### config.mk
export PLATFORM = sky130hd
export DESIGN_NAME = fetch_sequencer
export DESIGN_NICKNAME = d
export VERILOG_FILES = /design/src/rtl/fetch_sequencer.sv
export SDC_FILE = /design/constraint.sdc
export NUM_CORES = 1
export LEC_CHECK = 0
export CAP_MARGIN = 15
export CORE_MARGIN = 2
export CORE_UTILIZATION = 46
export DETAILED_ROUTE_END_ITERATION = 8
export PLACE_DENSITY_LB_ADDON = 0.1
export SLEW_MARGIN = 20
export SYNTH_ARGS = -nofsm -noshare
export SYNTH_HDL_FRONTEND = slang
export SYNTH_SLANG_ARGS = --single-unit
### constraint.sdc
create_clock -name clk -period 2 [get_ports clk]
set_clock_uncertainty 0.2 [all_clocks]
set_input_delay 0.5 -clock clk [delete_from_list [all_inputs] [get_ports clk]]
set_output_delay 0.5 -clock clk [all_outputs]
set_load 0.03 [all_outputs]
### src/rtl/fetch_sequencer.sv
// Instruction-fetch sequencer: boots, then steers the next-PC mux and pipeline
// flushes from branch/jump/stall/memory-ready, and keeps redirect and stall counters.
module fetch_sequencer #(
  parameter int unsigned BOOT_CYCLES = 2
) (
  input  logic        clk,
  input  logic        reset,
  input  logic        branchTaken,
  input  logic        jump,
  input  logic        hazardStall,
  input  logic        imemReady,
  input  logic        clearCounters,
  output logic        pcFlush,
  output logic        outputBrachControl,
  output logic        jumpSelect,
  output logic        ifidFlush,
  output logic        idexFlush,
  output logic        imemRequest,
  output logic [1:0]  fetchState,
  output logic [15:0] redirectCount,
  output logic [15:0] stallCount
);

  typedef enum logic [1:0] {
    StBoot     = 2'd0,
    StFetch    = 2'd1,
    StWaitMem  = 2'd2,
    StRedirect = 2'd3
  } state_e;

  localparam logic [3:0] BootLoad = 4'(BOOT_CYCLES);

  state_e      state_q, state_d;
  logic [3:0]  boot_cnt_q, boot_cnt_d;
  logic [15:0] redirect_cnt_q, stall_cnt_q;
  logic        redirect_inc, stall_inc;

  always_comb begin
    state_d            = state_q;
    boot_cnt_d         = boot_cnt_q;
    pcFlush            = 1'b0;
    outputBrachControl = 1'b0;
    jumpSelect         = 1'b0;
    ifidFlush          = 1'b0;
    idexFlush          = 1'b0;
    imemRequest        = (state_q != StBoot);
    unique case (state_q)
      StBoot: begin
        pcFlush    = 1'b1;
        boot_cnt_d = boot_cnt_q - 4'd1;
        // FETCH is entered on the edge where the down-counter reaches zero.
        if (boot_cnt_q <= 4'd1) begin
          boot_cnt_d = 4'd0;
          state_d    = StFetch;
        end
      end
      StFetch: begin
        if (branchTaken) begin
          outputBrachControl = 1'b1;
          ifidFlush          = 1'b1;
          idexFlush          = 1'b1;
          state_d            = StRedirect;
        end else if (jump) begin
          jumpSelect = 1'b1;
          ifidFlush  = 1'b1;
          state_d    = StRedirect;
        end else if (hazardStall) begin
          pcFlush   = 1'b1;
          idexFlush = 1'b1;
        end else if (!imemReady) begin
          pcFlush = 1'b1;
          state_d = StWaitMem;
        end
      end
      StWaitMem: begin
        // A taken branch abandons the outstanding fetch; jump/stall are ignored.
        if (branchTaken) begin
          outputBrachControl = 1'b1;
          ifidFlush          = 1'b1;
          idexFlush          = 1'b1;
          state_d            = StRedirect;
        end else if (!imemReady) begin
          pcFlush   = 1'b1;
          ifidFlush = 1'b1;
        end else begin
          state_d = StFetch;
        end
      end
      StRedirect: begin
        if (branchTaken) begin
          outputBrachControl = 1'b1;
          ifidFlush          = 1'b1;
          idexFlush          = 1'b1;
        end else if (!imemReady) begin
          pcFlush = 1'b1;
          state_d = StWaitMem;
        end else begin
          state_d = StFetch;
        end
      end
    endcase
  end

  assign redirect_inc = outputBrachControl | jumpSelect;
  assign stall_inc    = (state_q != StBoot) & pcFlush;

  always_ff @(posedge clk or negedge reset) begin
    if (!reset) begin
      state_q        <= StBoot;
      boot_cnt_q     <= BootLoad;
      redirect_cnt_q <= 16'd0;
      stall_cnt_q    <= 16'd0;
    end else begin
      state_q    <= state_d;
      boot_cnt_q <= boot_cnt_d;
      if (clearCounters) begin
        redirect_cnt_q <= 16'd0;
        stall_cnt_q    <= 16'd0;
      end else begin
        if (redirect_inc && (redirect_cnt_q != 16'hFFFF)) redirect_cnt_q <= redirect_cnt_q + 16'd1;
        if (stall_inc && (stall_cnt_q != 16'hFFFF)) stall_cnt_q <= stall_cnt_q + 16'd1;
      end
    end
  end

  assign fetchState    = state_q;
  assign redirectCount = redirect_cnt_q;
  assign stallCount    = stall_cnt_q;

endmodule

==> flow_summary.yaml <==
outcome:
  status: "finished with violations"
  violations: "negative setup slack"
final_layout:
  utilization: 0.8116
  n_antenna_cell: 0
  finish.net_count: 381
  drive_gt1_frac: 0.4426
  syn_to_final_growth_pct: 68.71
  finalInstanceArea_um2: 3859
  instances_no_fill: 433
yosys:
  ys_types: 45
  yosysSeqAreaShare: 0.4163
  synth_nets: 268
  ys.warnings.count: 0
  ys.flop_type: "dfrtp_1"
  async_flop_share: 1.000
  synth.area.top_cells: "dfrtp_1 40%, xnor2_1 5.4%, ha_1 4.9%"
  synth-seq-cells: 38
  synth_top_area_share: 0.4048
  synth_cells: 252
  avgSynthCellArea_um2: 9.076
  syn-cell-area_um2: 2287
  synth-edff-count: 0
  yosys.area.top_type: "dfrtp_1"
power_and_ir_drop:
  cellLeakagePower_nw: 1.648
  ir_worst_vdd_v: 0.001104
  power-per-cell-area_nw_per_um2: 969.0
sta:
  slew_headroom: 0.5792
  period_needed_ns: 2.375
  final_max_slew_viol_count: 0
  hold_violations: 0
  max_freq_mhz: 421.0
  grt_setup_unrepaired: "yes"
  layout_worst_path_cycle_share: 1.188
  worst_pin_slew_ns: 0.6264
  fin_ws_ns: -0.3751
  finalSetupViolations: 39
worst_setup_path:
  cpPeakStageDelay_ns: 0.44
  cp-start-kind: "flop"
  path_delay_family: "buffers and inverters"
  path_class: "reg2out"
  r2r_end: "redirectCount[5]$_DFFE_PN0P_"
  critPathBufInv: 4
  end_kind: "output pin"
  reg2regPathDepth: 9
  crit_arrival_ns: 1.68
  crit_required_ns: 1.30
  crit_slowest_cell: "dfrtp_2"
  regToRegStartpoint: "fetchState[0]$_DFFE_PN0P_"
  crit_chain: "inv_4 -> ha_4 -> buf_4 -> buf_6 -> o31ai_4 -> a21oi_2 -> buf_6"
  crit_top_cell: "buf_6"
  critPathLaunch: "fetchState[1]$_DFFE_PN0P_"
  r2r_setup_slack_ns: -0.38
  critPathMaxFanout: 4
placement:
  dpl_cell_area_um2: 3343
  dpl.hpwl_um: 4330
  dp_slack_ns: -0.8968
  port_buffers: 46
  dp_cells: 409
  place.gp.congestion: 0.7965
min_path:
  hold_class: "in2async"
floorplan:
  fp.dieW_um: 74.52
  die_height_um: 74.52
  die_area_um2: 5552
  core_area_um2: 4755
  start_util: 0.4811
  ios: 47
  num_rows: 25
grt:
  grt_usage: 0.2545
  overflow: 0
  antenna_found_initial: 0
  grt_pass1_wl_um: 10780
  grt_max_degree: 39
  grt_pass1_vias: 2312
clock_tree:
  cts_tree: "yes"
  cts-root-buf: "clkbuf_8"
  cts_buffer_depth: 2
  clkTransAtPathRegs_ns: 0.08
  cts_buffers: 5
  clk_latency_ns: 0.29
  htree_num_levels: 2
  cts_hold_buffers: 0
  cts_sinks: 38
detailed_routing:
  avgRoutedWirePerCell_um: 16.69
  ant_nets: 0
  wl_um: 7228
  drc: 0
  first_iter_violations: 144
  viasPerCell: 5.617
  vias: 2432
  firstDrtPassIters: 4
flow_run:
  max_cap_violations: 0
## final cells by class
class	instances	area, um^2
fill	297	895.9
multi-input combinational	194	1622
sequential	38	969.7
clock inverter	2	10.01
tap	67	83.83
timing repair buffer	117	1057
inverter	9	43.79
clock buffer	6	72.57
## cell families (layout without fill, tap and decap cells)
group | Yosys count | in the layout | synth area share
muxes | 6 | 6 | 0.03063
and+or+nand+nor | 119 | 119 | 0.2785
DFF | 38 | 38 | 0.4163
AOI/OAI and AO/OA | 46 | 46 | 0.1280
adders and majority gates | 9 | 9 | 0.04924
xor gates and xnor gates | 14 | 14 | 0.05361
buffers and inverters | 20 | 134 | 0.04376
## cells in the mapped netlist (5+ instances only)
cell type	n
nor2_1	29
nand2_1	14
inv_1	8
ha_1	9
xnor2_1	14
nand4_1	11
o31ai_1	6
nor2b_1	5
dfrtp_1	37
a21oi_1	17
or3_1	10
nand3_1	12
nor4_1	8
o21ai_0	12
clkbuf_1	5
nor3_1	10
## stage by stage
step	TNS [ns]	hold slack (ns)	power (mW)
CTS	-7.048	0.07190	3.485
global route	-11.84	0.1098	3.903
global placement	-17.93	0.3117	2.540
floorplan	-1.901	0.004409	1.877
detailed placement	-19.25	0.3180	2.559
finish	-9.098	0.05557	3.739
## how the worst max path moves through the flow
stage / end / slack (ns) / cells past startpoint
2_1_floorplan: stallCount[5]$_DFFE_PN0P_ / -0.15 / 7
3_3_place_gp: pcFlush / -0.87 / 5
3_5_place_dp: pcFlush / -0.90 / 5
4_1_cts: ifidFlush / -0.36 / 7
5_1_grt: redirectCount[5]$_DFFE_PN0P_ / -0.45 / 9
6_report: idexFlush / -0.38 / 7
## sequential cells by signal (all words and copies together) (netlist names)
register,cells
redirectCount,16
stallCount,16
boot_cnt_q,4
fetchState,2
## repair_timing
item,in CTS,in global routing
buffers inserted,12,5
gates cloned,2,0
endpoints found under the setup margin,75,42
pin swaps,25,27
gates resized for setup,92,37
## cells in the final DEF, fill, tap and decap left out, types with 7 or more instances in the layout
master / n
dlygate4sd2_1: 36
nand3_1: 12
dfrtp_1: 23
nor2_1: 24
dfrtp_2: 14
a21oi_2: 7
xnor2_1: 14
a21oi_1: 10
nand2_1: 13
nand4_1: 11
or3_1: 7
buf_4: 48
buf_6: 25
## where the power goes
group          switching, mW  total [mW]  leakage [nW]  internal (mW)
combinational           1.19        2.32          1.10           1.13
clock                  0.279       0.521        0.0450          0.242
sequential            0.0713       0.900         0.499          0.829
## worst reg2reg max path, cell delays in order, from the launching register on
cell and delay (ns):
dfrtp_2 0.44, inv_4 0.07, buf_12 0.13, ha_4 0.16
buf_6 0.12, and2b_4 0.27, buf_6 0.12, o2111ai_4 0.22
or3_4 0.44, a21oi_2 0.15
## layer usage
metal,track usage,share of wire
met5,0,0
met4,0.08929,0.015
met3,0.04472,0.043
met2,0.4267,0.52
met1,0.3316,0.43
Note: power is estimated with default switching activity, not from simulation.
